<file path="src/rtl/gate_truth_table_sequencer.sv">
// gate_truth_table_sequencer: steps a two-input gate through all four input vectors,
// captures its truth table and compares it against a latched expected table.
module gate_truth_table_sequencer #(
    parameter int SETTLE_CYCLES = 4,
    parameter int CNT_W = 4
) (
    input  logic       clk,
    input  logic       rst,
    input  logic       start,
    input  logic [3:0] expected,
    output logic       I1,
    output logic       I2,
    input  logic       O,
    output logic       busy,
    output logic       done,
    output logic [3:0] table_out,
    output logic [3:0] mismatch,
    output logic       pass
);
    typedef enum logic [1:0] {IDLE, SETTLE, SAMPLE, DONE} state_t;
    state_t state, state_nx;
    logic [1:0] idx;
    logic [CNT_W-1:0] cnt;
    logic [3:0] exp_q;
    logic [3:0] final_tbl;
    if (SETTLE_CYCLES < 1 || SETTLE_CYCLES > 2**CNT_W - 1) begin : g_bad_settle
        $error("SETTLE_CYCLES must lie in 1..2**CNT_W-1");
    end
    always_ff @(posedge clk or posedge rst) begin
        if (rst) state <= IDLE;
        else     state <= state_nx;
    end
    always_comb begin
        state_nx = state;
        case (state)
            IDLE, DONE: state_nx = start ? SETTLE : IDLE;
            SETTLE:     state_nx = (cnt == '0) ? SAMPLE : SETTLE;
            SAMPLE:     state_nx = (idx == 2'd3) ? DONE : SETTLE;
            default:    state_nx = IDLE;
        endcase
    end
    always_comb begin
        busy = (state == SETTLE) || (state == SAMPLE);
        done = (state == DONE);
    end
    // final compare folds in the O bit being captured on this same edge
    assign final_tbl = {O, table_out[2:0]};
    always_ff @(posedge clk or posedge rst) begin
        if (rst) begin
            {I1, I2}  <= 2'b00;
            table_out <= '0;
            mismatch  <= '0;
            pass      <= 1'b0;
            idx       <= '0;
            cnt       <= '0;
            exp_q     <= '0;
        end else begin
            case (state)
                IDLE, DONE: begin
                    {I1, I2} <= 2'b00;
                    if (start) begin
                        exp_q     <= expected;
                        table_out <= '0;
                        mismatch  <= '0;
                        pass      <= 1'b0;
                        idx       <= '0;
                        cnt       <= CNT_W'(SETTLE_CYCLES - 1);
                    end
                end
                SETTLE: if (cnt != '0) cnt <= cnt - 1'b1;
                SAMPLE: begin
                    table_out[idx] <= O;
                    if (idx == 2'd3) begin
                        {I1, I2} <= 2'b00;
                        mismatch <= final_tbl ^ exp_q;
                        pass     <= (final_tbl == exp_q);
                    end else begin
                        idx      <= idx + 2'd1;
                        {I1, I2} <= idx + 2'd1;
                        cnt      <= CNT_W'(SETTLE_CYCLES - 1);
                    end
                end
                default: ;
            endcase
        end
    end
endmodule
</file>
<file path="config.mk">
export PLATFORM = sky130hd
export DESIGN_NAME = gate_truth_table_sequencer
export DESIGN_NICKNAME = d
export VERILOG_FILES = /design/src/rtl/gate_truth_table_sequencer.sv
export SDC_FILE = /design/constraint.sdc
export NUM_CORES = 1
export LEC_CHECK = 0
export CAP_MARGIN = 25
export CORE_MARGIN = 2
export CORE_UTILIZATION = 53
export CTS_CLUSTER_SIZE = 8
export DETAILED_ROUTE_END_ITERATION = 6
export HOLD_SLACK_MARGIN = 0.06
export MAX_ROUTING_LAYER = met4
export PLACE_DENSITY = 0.81
export SYNTH_ARGS = -nofsm -noshare
export SYNTH_HDL_FRONTEND = slang
export SYNTH_SLANG_ARGS = --single-unit
</file>
<file path="constraint.sdc">
create_clock -name clk -period 2.1 [get_ports clk]
set_input_delay 0.42 -clock clk [delete_from_list [all_inputs] [get_ports clk]]
set_output_delay 0.42 -clock clk [all_outputs]
set_load 0.05 [all_outputs]
</file>
==> metrics.txt, run 1 <==
die area=0.003010 sq mm; ANT nets after route=0; total gr overflow=0; outcome=completed; min Tclk post-route=2.006 ns; worst-path fanout max=5; RSZ-0062 raised after global routing=false; CTS resizes=0; fin nets=178; Achievable Freq=498.4 MHz; flops & latches, synth=23; compound-cell area share of the yosys netlist=0.1396; gpl congestion=0.7955; CTS root buffer=clkbuf_4; Final HPWL DP=2002 microns; Worst path top cell family by delay=buffers and inverters; WP buf/inv=1; post-synthesis sequential area ratio=0.4197; Worst Path Required=1.68 ns; Detailed Route WL=2671 microns; final setup fails=0; Crit path arrival time=1.59 ns; r2r setup slk=0.24 ns; Power Density=1026 mW/mm^2; Post-Syn Area=0.001371 sq mm; Slowest cell on crit path=clkdlybuf4s50_1; cts hold-fix bufs=0; post-synthesis mux area share=0.07026; Post-synth EDFFs=0; Multi-input gate area=681.9 sq um; DP Worst Slack=0.1439 ns; Die Span X=54.87 microns; final hold viol count=0; clock skew=0.001465 ns; DRT Pass-1 Iters=4; Net Count, Synth=156; setup TNS=0 ns; Post-Synthesis Cells=138; main combinational cell family by area after synthesis=simple AND/OR/NAND/NOR gates; Setup Fix Bufs, Post-CTS=0; count of cell types in the netlist=41; Core Region=0.002455 sq mm; CTS tree=built; wire length of the first global-routing pass=4533 microns; mean post-synth cell area=9.937 sq um; critical path type=reg2out; Non-Filler Instances=189; final worst slack=0.09371 ns; vias in the first global route=1004; top_reg_cell synth=dfrtp_1; Die Span Y=54.87 microns; largest net degree at the start of global routing=24; share of cells above drive strength 1=0.1195; first-iteration detailed-routing DRC count=23; Clock Path Buffers=2; Sinks on Clock Net=23; Fill cells=204; worst min path class=in2async; Max VDD drop=0.0008177 V; Slew HR=0.6459; IO Count=21; critical-path cell list=clkdlybuf4s50_1; antenna violations before repair=0; YS warnings=0; total of max-cap violations=0; Leak Pwr=0.7266 nW; Layout area overhead=18.07%; Pwr Total=0.001662 W; Slew Limit Fails=0; Sequential Area=575.6 sq um; period utilisation layout=0.9554; CP peak stage delay=0.83 ns; Worst-Margin Slew=0.5311 ns; Critical Path Start Type=register; Inserted Clock Buffers=3; worst skew pair latency=0.31 ns; crit path capture type=primary output; # rows=18; Initial Utilization=0.5586; drc violations=0; post-synthesis xor/xnor area fraction=0.02555; Vias=1059; dpl cells=185; simple-gate portion of the synthesized area=0.1706; drt wl/cell=14.13 microns; # port buffers=20; share of synthesized registers carrying an async set or reset=1.000; H-Tree Depth=1; # diodes=0; gr usage total=0.2232; post-synthesis adder-cell area fraction=0.09124; Clock Pin Slew Worst Setup and Hold Paths=0.12 ns; vias per cell=5.603
==> worst paths after layout <==
check                                  start           end  depth (start not counted)
worst max-delay path            table_out[1]  table_out[1]                          1
worst min-delay path                     rst            I2                          3
worst max register to register      state[0]        cnt[0]                          5
worst min register to register            I1            I1                          2
max in group asynchronous                rst      exp_q[0]                          3
min in group clk                          I1            I1                          2
==> cell usage after synthesis (all sizes together) (2+ instances only) <==
master,instances,area [sq um]
dfrtp,23,575.6
inv,18,67.56
nand2,11,41.29
ha,10,125.1
o21ai,8,40.04
a21oi,6,30.03
nand3,6,30.03
mux2,5,56.30
buf,4,38.78
mux2i,4,40.04
xor2,4,35.03
nor2,3,11.26
nor2b,3,26.27
nor3,3,26.28
nor4,3,18.77
a221o,2,22.52
and2,2,12.51
clkbuf,2,7.510
nand2b,2,12.51
==> layout make-up <==
cell class,instances,area share
Inverter,18,0.04173
Clock buffer,4,0.01623
Multi-Input combinational cell,91,0.4212
Tap cell,30,0.02318
Timing Repair Buffer,23,0.1422
Sequential cell,23,0.3555
==> logic make-up (layout without fill, tap and decap cells) <==
kind of cell             count (synthesis)  count (layout)
buffers and inverters                   24              45
adder cells (fa/ha/maj)                 10              10
AND/OR/NAND/NOR                         40              40
AO/OA/AOI/OAI                           28              28
multiplexers                             9               9
XOR/XNOR                                 4               4
flip-flops                              23              23
==> state kept, by name (all words and copies together), names as in the netlist <==
signal	flops
cnt	4
exp_q	4
mismatch	4
table_out	4
idx	2
state	2
I1	1
I2	1
pass	1
==> placed cells by master (no fill, tap or decap), types with 2 or more instances in the layout <==
cell and count:
dfrtp_1 23, inv_1 18, clkdlybuf4s50_1 18, nand2_1 11, ha_1 10, o21ai_0 8
a21oi_1 6, nand3_1 6, mux2_2 5, xor2_1 4, mux2i_1 4, buf_4 4
nor4_1 3, nor2_1 3, clkbuf_4 3, nor2b_1 2, and2_1 2, nor3_1 2
nand2b_1 2, a221o_2 2
==> power by group <==
group / internal, W / switching [W] / total (W)
Combinational: 0.000362 / 0.000447 / 0.000809
Clock: 0.0000743 / 0.000132 / 0.000206
Sequential: 0.000541 / 0.000105 / 0.000647
Total: 0.000978 / 0.000684 / 0.00166
==> per-layer routing <==
| metal | track usage | share of wire |
|---|---|---|
| met4 | 0.09167 | 0.017 |
| met5 | - | 0 |
| met3 | 0.02732 | 0.034 |
| met2 | 0.3393 | 0.47 |
| met1 | 0.3005 | 0.48 |
==> per-stage QoR <==
stage                     hold slack [ns]  utilization  area [sq um]
after global routing               0.4935       0.6595          1619
after CTS                          0.4345       0.6595          1619
after global placement             0.4713       0.6488          1593
after detailed placement           0.4774       0.6488          1593
final                              0.4326       0.6595          1619
after floorplan                    0.4219            -          1371
(Power assumes the default switching activity.)
==> run 2: changes to the inputs <==
Settings changed: CELL_PAD_IN_SITES_DETAIL_PLACEMENT set to 1, CELL_PAD_IN_SITES_GLOBAL_PLACEMENT set to 2, CORE_UTILIZATION 53 to 35, CTS_BUF_LIST set to sky130_fd_sc_hd__clkbuf_8, PLACE_DENSITY 0.81 to 0.84.
==> metrics.txt, run 2 (synthesis results as in run 1) <==
outcome=completed; final setup fails=0; cts hold-fix bufs=0; R2R cell count=5; antenna violations before repair=0; Leak Pwr=0.7470 nW; CTS root buffer=clkbuf_8; most common cell after layout, fill and taps aside=dfrtp_1; Non-Filler Instances=209; Crit. Startpoint=table_out[0]; vias in the first global route=1131; worst hold slack=0.5023 ns; IO Count=21; CTS resizes=0; Initial Utilization=0.3690; Die Span X=66.60 microns; Sinks on Clock Net=23; # diodes=0; gpl congestion=0.8041; Worst Path Required=1.68 ns; Crit Reg-Reg Endpoint=cnt[0]; fin nets=180; Slew Limit Fails=0; worst skew pair latency=0.26 ns; Slowest cell on crit path=clkdlybuf4s50_1; drt wl/cell=15.48 microns; Die Span Y=66.60 microns; critical path type=reg2out; Clock Pin Slew Worst Setup and Hold Paths=0.08 ns; Critical Path Start Type=register; Slew HR=0.6431; Max VDD drop=0.0004232 V; # rows=22; Detailed Route WL=3235 microns; # port buffers=20; dpl cells=205; critical path depth=1; min Tclk post-route=1.987 ns; Sequential Area=575.6 sq um; Inserted Clock Buffers=3; r2r setup slk=0.26 ns; setup TNS=0 ns; die area=0.004435 sq mm; Achievable Freq=503.3 MHz; Crit path arrival time=1.57 ns; Core Region=0.003716 sq mm; total of max-cap violations=0; Worst-Margin Slew=0.5353 ns; Setup Fix Bufs, Post-CTS=0; Worst path top cell family by delay=buffers and inverters; CTS tree=built; Multi-input gate area=681.9 sq um; ANT nets after route=0; worst min path class=in2async; critical path capture point=table_out[0]; wire length of the first global-routing pass=5540 microns; first-iteration detailed-routing DRC count=44; final hold viol count=0; share of cells above drive strength 1=0.1366; worst-path fanout max=5; Fill cells=425; crit path capture type=primary output; Clock Path Buffers=2; largest net degree at the start of global routing=24; RSZ-0062 raised after global routing=false; H-Tree Depth=1; DRT Pass-1 Iters=4; clock skew=0.001663 ns; period utilisation layout=0.9462; most frequent cells in the layout=23 x dfrtp_1, 18 x inv_1, 18 x clkdlybuf4s50_1, 11 x nand2_1, 10 x ha_1; Pwr Total=0.001760 W; CP peak stage delay=0.86 ns; total gr overflow=0; critical-path cell list=clkdlybuf4s50_1; Power Density=1050 mW/mm^2; worst reg2reg path startpoint=state[0]; Final HPWL DP=2430 microns; drc violations=0; Layout area overhead=22.26%; WP buf/inv=1; Vias=1075; gr usage total=0.1716; vias per cell=5.144
run 2: changes by cell type in the layout (fill, tap and decap cells not counted), sizes merged:
cell    before  now
buf          5    7
clkbuf       4    3
clkinv       0    1
run 2: cell type report:
type	count	area share
Inverter	18	0.04030
Sequential cell	23	0.3433
Multi-Input combinational cell	91	0.4067
Clock buffer	3	0.02463
Tap cell	48	0.03582
Clock inverter	1	0.002985
Timing Repair Buffer	25	0.1463
run 2: metal layers:
| metal | routed length [microns] | part of all wire | vias up | GRT usage |
|---|---|---|---|---|
| met1 | 1462 | 0.45 | 529 | 0.2118 |
| met5 | 0 | 0 | - | - |
| met4 | 29 | 0.0090 | 0 | 0.05357 |
| li1 | - | - | 522 | - |
| met2 | 1617 | 0.50 | 22 | 0.2825 |
| met3 | 125 | 0.039 | 2 | 0.03547 |
run 2: per-stage QoR:
step             util  setup WS, ns  instance area (sq um)
2_1_floorplan       -        0.4298                   1371
3_3_place_gp   0.4387        0.3054                   1630
3_5_place_dp   0.4387        0.2533                   1630
4_1_cts        0.4512       0.09899                   1677
5_1_grt        0.4512       0.06528                   1677
6_report       0.4512        0.1130                   1677
run 2: worst min-delay path by stage:
stage                     start    to  slack, ns  cells after the start
after floorplan             rst    I1       0.42                      1
after global placement       I1    I1       0.47                      2
after detailed placement     I1    I1       0.49                      2
after CTS                   rst    I2       0.51                      3
after global routing        rst  pass       0.54                      3
final                       rst    I2       0.50                      3
run 2: report_power, final:
group	internal, W	switching [W]	total (W)
sequential	0.000542	0.000100	0.000642
combinational	0.000369	0.000470	0.000840
clock	0.000133	0.000146	0.000278
==> RTL change 1 (config.mk and constraints of run 2) <==
Encoding of `state_t`: now one-hot (4 bits for 4 states).
--- a/src/rtl/gate_truth_table_sequencer.sv
+++ b/src/rtl/gate_truth_table_sequencer.sv
@@ -17,7 +17,7 @@
     output logic [3:0] mismatch,
     output logic       pass
 );
-    typedef enum logic [1:0] {IDLE, SETTLE, SAMPLE, DONE} state_t;
+    typedef enum logic [3:0] {IDLE = 4'b0001, SETTLE = 4'b0010, SAMPLE = 4'b0100, DONE = 4'b1000} state_t;
     state_t state, state_nx;
     logic [1:0] idx;
     logic [CNT_W-1:0] cnt;
Check against the original RTL: same outputs for any inputs over 10 cycles, from zero or initial values and one cycle with rst high; not proved beyond that.
==> RTL change 1 against run 2 <==
  * Sequential share of layout area rose by 4.5 points
  * Hold slack got worse by 0.00066 ns
  * Sequential cell count rose by 2
  * First-iteration DRC count shrank 43%
  * Via count down 10%
  * Critical path depth increased by 2
  * Design area fell by 3.3%
  * Synthesized area fell by 7.2%
  * Power is 19% lower
  * Routed wire length shrank 12%
  * Worst setup slack lost 0.018 ns
  * Combinational power decreased by 44%
  * Clock power increased by 4%
  * Highest routed layer unchanged
==> RTL change 1: results (changes against run 2) <==
[outcome]
run_status = finished, final reports clean

[global_route]
first_global_vias = 1020  ; -9.8%
gr-total-overflow = 0  ; unchanged
grt_first_pass_wirelength_um = 5000  ; -9.8%
global_route.usage.total_pct = 15.6  ; -1.5 points
maximum_number_of_pins_on_one_net_before_global_route_repair = 26  ; +8.3%

[clock_network]
clock_path_buffers = 2  ; unchanged
tritoncts.num_buffers = 3  ; unchanged
cts-root-buf = clkbuf_8

[synthesis]
yosys.area_share.adder_pct = 4.92  ; -4.2 points
yosys.area_share.xor_xnor_pct = 3.44  ; +0.89 points
synthesis.nets = 126  ; -19%
synth_compound_area_share_pct = 17.9  ; +3.9 points
ys_top_cells_by_area = dfrtp_1 (47%), a22o_1 (5.5%), ha_1 (4.9%)
synth_async_sr_flop_share_pct = 100  ; unchanged
yosys-top-cells-count = dfrtp_1 (24), inv_1 (9), a22o_1 (8)
synth_mux_area_share_pct = 3.54  ; -3.5 points
post_synth_num_cell_types = 37  ; -9.8%
yosysWarnings = 0  ; unchanged
synth.avg_cell_area_um2 = 11.3  ; +13%
yosysSeqAreaShare_pct = 49.3  ; +7.3 points

[critical_path]
endpoint_of_the_worst_register_to_register_path = table_out[0]$_DFFE_PP0P_
timing.rr.start = state[0]$_DFF_PP1_
reg2reg_slack_ns = 0.31  ; +0.05 ns
reg2regPathDepth = 4  ; -1
worst_path_dominant_cell_family = simple AND/OR/NAND/NOR gates
maximum_fanout_encountered_on_the_critical_timing_path = 9  ; +4
worstPathArrival_ns = 1.58
critical-path-max-stage-delay_ns = 0.55  ; -0.31 ns
slowest_stage = or4b_4

[route]
ant_nets = 0  ; unchanged
wire_length_per_cell_um = 15.5  ; +0.24%
route.detailed.vias_per_inst = 5.25  ; +2.1%
routed-via-count = 966  ; -10%
drt_first_iter_violations = 25  ; -43%
drt_pre_antenna_iters = 4  ; unchanged

[power_and_ir_drop]
maximum_resistive_drop_on_vdd_uv = 344  ; -19%
leakage_power_nw = 0.712  ; -4.7%
p_int_uw = 922  ; -12%

[placed_design]
detailed_place_hpwl_um = 2190  ; -10%
final_weighted_congestion_in_routability_driven_placement = 0.767  ; -4.6%
dpl.cell_count = 179  ; -13%

[timing]
worst_pin_slew_ns = 0.499  ; -0.0360 ns
finClkSkew_ns = 0.00157  ; -0.0000971 ns

[cells_and_area]
fillCellCount = 386  ; -9.2%
final_layout_size_suffix_gt1_share_pct = 18.8  ; +5.2 points
fin_nets = 152  ; -16%

-- RTL change 1: kinds of logic (layout without fill, tap and decap cells) --
group / Yosys count / count (layout)
multiplexers: 4 / 4
AO/OA/AOI/OAI: 28 / 28
buffers and inverters: 15 / 40
adder cells (fa/ha/maj): 5 / 5
flip-flops: 25 / 25
AND/OR/NAND/NOR: 31 / 31
XOR/XNOR: 5 / 5
-- RTL change 1: area by class of cell --
| type | instances | area, µm² | share of cell area (%) |
|---|---|---|---|
| inverter | 9 | 33.8 | 2.08 |
| sequential | 25 | 629 | 38.8 |
| clock buffer | 3 | 41.3 | 2.55 |
| timing repair buffer | 27 | 273 | 16.8 |
| tap | 46 | 57.6 | 3.55 |
| multi-input combinational | 73 | 579 | 35.7 |
| clock inverter | 1 | 7.51 | 0.463 |
-- RTL change 1: routing by layer --
metal | up-vias | part of all wire (%) | track usage, %
met5 | - | 0 | -
met4 | 0 | 1.4 | 4.79
met3 | 6 | 4.0 | 1.94
met2 | 23 | 47 | 25.1
met1 | 477 | 48 | 20.8
li1 | 460 | - | -
-- RTL change 1: worst min-delay path: cells and delay by family --
family	cells	cell delay, ns
buf+inv	3	0.75
-- RTL change 1: repair_timing --
item	CTS	global route
hold endpoints to repair	0	0
gates resized for setup	1	1
setup endpoints to repair	1	1
hold buffers	0	0
buffers inserted	0	1
-- RTL change 1: power groups by stage --
stage,clock [mW],combinational [mW],sequential [mW]
5_1_grt,0.320,0.522,0.681
2_1_floorplan,0,0.398,0.610
4_1_cts,0.294,0.475,0.665
6_report,0.288,0.471,0.665
3_3_place_gp,0,0.461,0.664
3_5_place_dp,0,0.473,0.676
-- RTL change 1: how the worst max path moves through the flow --
stage | cells after the start | slack (ns) | startpoint | to
3_3_place_gp | 5 | 0.04 | start | cnt[3]$_DFFE_PP0P_
2_1_floorplan | 2 | 0.20 | state[2]$_DFF_PP0_ | done
4_1_cts | 3 | 0.03 | state[3]$_DFF_PP0_ | busy
3_5_place_dp | 5 | 0.01 | start | cnt[3]$_DFFE_PP0P_
5_1_grt | 3 | 0.02 | state[1]$_DFF_PP0_ | busy
6_report | 3 | 0.1 | state[1]$_DFF_PP0_ | busy
-- RTL change 1: metrics by stage --
step                      hold slack [ns]  utilization (%)  total power, mW  instance area (µm²)  worst slack (ns)
after global routing                0.532             47.5             1.52                 1620            0.0211
after global placement              0.463             45.8             1.12                 1560            0.0392
after floorplan                     0.447                -             1.01                 1280             0.205
after detailed placement            0.473             45.8             1.15                 1560            0.0142
after CTS                           0.504             47.2             1.43                 1610            0.0308
final                               0.502             47.5             1.42                 1620            0.0953
==> RTL change 2 (flow settings as in run 2) <==
Without the edit above. The parameter `CNT_W` goes from 4 to 3.
--- a/src/rtl/gate_truth_table_sequencer.sv
+++ b/src/rtl/gate_truth_table_sequencer.sv
@@ -2,7 +2,7 @@
 // captures its truth table and compares it against a latched expected table.
 module gate_truth_table_sequencer #(
     parameter int SETTLE_CYCLES = 4,
-    parameter int CNT_W = 4
+    parameter int CNT_W = 3
 ) (
     input  logic       clk,
     input  logic       rst,
Behaviour: same outputs for any inputs over 10 cycles, from zero or initial values and one cycle with rst high; that may be too few to reach the edited logic, so the function may still have changed.
==> RTL change 2 against run 2 <==
  * Power shrank 3.2%
  * Worst setup slack improved by 0.029 ns
  * Synthesized area decreased by 0.73%
  * Sequential cell count fell by 1
  * Routed wire length decreased by 7.2%
  * Die area decreased by 0.69%
  * Design area fell by 1.3%
  * Sequential power fell by 6.5%
  * Largest cell class unchanged
  * Highest routed layer unchanged
==> RTL change 2: results (changes against run 2) <==
[outcome]
run_status = finished, final reports clean

[synthesis]
ys_top_cells_by_area = dfrtp_1 (40%), ha_1 (10%), inv_1 (4.4%)
yosys.area_share.xor_xnor_pct = 2.57  ; +0.019 points
synth_mux_area_share_pct = 7.81  ; +0.79 points
post_synth_num_cell_types = 36  ; -12%
yosys.area_share.adder_pct = 10.1  ; +0.99 points
yosys-top-cells-count = dfrtp_1 (22), inv_1 (16), ha_1 (11), nand2_1 (11), nand3_1 (7)
yosysSeqAreaShare_pct = 40.4  ; -1.5 points
synth_compound_area_share_pct = 13.1  ; -0.82 points
synthesis.nets = 150  ; -3.8%
syn-instance-count = 131  ; -5.1%

[cells_and_area]
final_layout_size_suffix_gt1_share_pct = 15.1  ; +1.5 points
fillCellCount = 435  ; +2.4%
antenna_cells = 0  ; unchanged
fin_nets = 172  ; -4.4%

[placed_design]
dpl.cell_count = 196  ; -4.4%
detailed_place_hpwl_um = 2280  ; -6.1%
final_weighted_congestion_in_routability_driven_placement = 0.804  ; about the same
preCtsSetupSlack_ns = 0.182  ; -0.0717 ns
placed_area_um2 = 1600  ; -1.9%

[global_route]
first_global_vias = 1056  ; -6.6%
grt_first_pass_wirelength_um = 5010  ; -9.6%
grtUsageMet1_pct = 21.1  ; -0.12 points
grt_antenna_before_repair = 0  ; unchanged
maximum_number_of_pins_on_one_net_before_global_route_repair = 23  ; -4.2%
grtUsageMet3_pct = 1.70  ; -1.8 points
met2_usage_pct = 23.8  ; -4.5 points
global_route.usage.total_pct = 15.2  ; -2.0 points

[timing]
max-slew-margin-rel_pct = 66.4  ; +2.1 points
finClkSkew_ns = 0.00394  ; +0.00227 ns
fin_crit_sh_pct = 93.2  ; -1.4 points

[min_path]
hold_path.class = in -> async

[critical_path]
worst_path_dominant_cell_family = buffers and inverters
worstPathArrival_ns = 1.54  ; -0.03 ns
slowest_stage = clkdlybuf4s50_1
critical-path-max-stage-delay_ns = 0.83  ; -0.03 ns

[power_and_ir_drop]
leakage_power_nw = 0.733  ; -1.9%
maximum_resistive_drop_on_vdd_uv = 698  ; +65%

[route]
drt_first_iter_violations = 39  ; -11%
route.detailed.vias_per_inst = 5.03  ; -2.2%
routed-via-count = 1006  ; -6.4%
drt_pre_antenna_iters = 4  ; unchanged
drt_wl_total_um = 3000  ; -7.2%

[clock_network]
htree_num_levels = 1  ; unchanged
post_cts_resize_count = 0  ; unchanged

==> RTL change 2: path summary, 6_finish.rpt <==
path / start / endpoint / slack [ns] / cells past startpoint
worst max-delay path: table_out[2]$_DFFE_PP0P_ / table_out[2] / 0.14 / 1
worst min-delay path: rst / I2$_DFFE_PP0P_ / 0.49 / 3
worst max register to register: state[0]$_DFF_PP0_ / cnt[0]$_DFFE_PP0P_ / 0.33 / 5
worst min register to register: I1$_DFFE_PP0P_ / I1$_DFFE_PP0P_ / 0.49 / 2
max in group asynchronous: rst / exp_q[3]$_DFFE_PP0P_ / 1.37 / 3
min in group clk: I1$_DFFE_PP0P_ / I1$_DFFE_PP0P_ / 0.49 / 2
==> RTL change 2: cell families (layout without fill, tap and decap cells) <==
| kind of cell | after synthesis | after routing |
|---|---|---|
| AOI/OAI and AO/OA | 24 | 24 |
| xor gates and xnor gates | 4 | 4 |
| adders and majority gates | 11 | 11 |
| buffers and inverters | 22 | 43 |
| DFF | 22 | 22 |
| muxes | 10 | 10 |
| and+or+nand+nor | 38 | 38 |
==> RTL change 2: area by class of cell <==
type	count	area, µm²	area share, %
multi-input combinational	87	698	42.2
sequential	22	551	33.3
timing repair buffer	23	230	13.9
inverter	16	60.1	3.63
tap	48	60.1	3.63
clock buffer	4	55.1	3.33
==> RTL change 2: power breakdown <==
group	internal (mW)	switching (mW)	leakage (nW)
Sequential	0.518	0.0826	0.288
Clock	0.167	0.142	0.0288
Combinational	0.345	0.449	0.416
Total	1.03	0.674	0.733
==> RTL change 2: routing by layer <==
| metal | wire, µm | up-vias |
|---|---|---|
| met4 | 21 | 0 |
| met3 | 82 | 4 |
| li1 | - | 491 |
| met1 | 1450 | 496 |
| met2 | 1450 | 15 |
| met5 | 0 | - |
==> RTL change 2: worst min-delay path: cells and delay by family <==
| family | cells | cell delay (ns) |
|---|---|---|
| buf+inv | 3 | 0.73 |
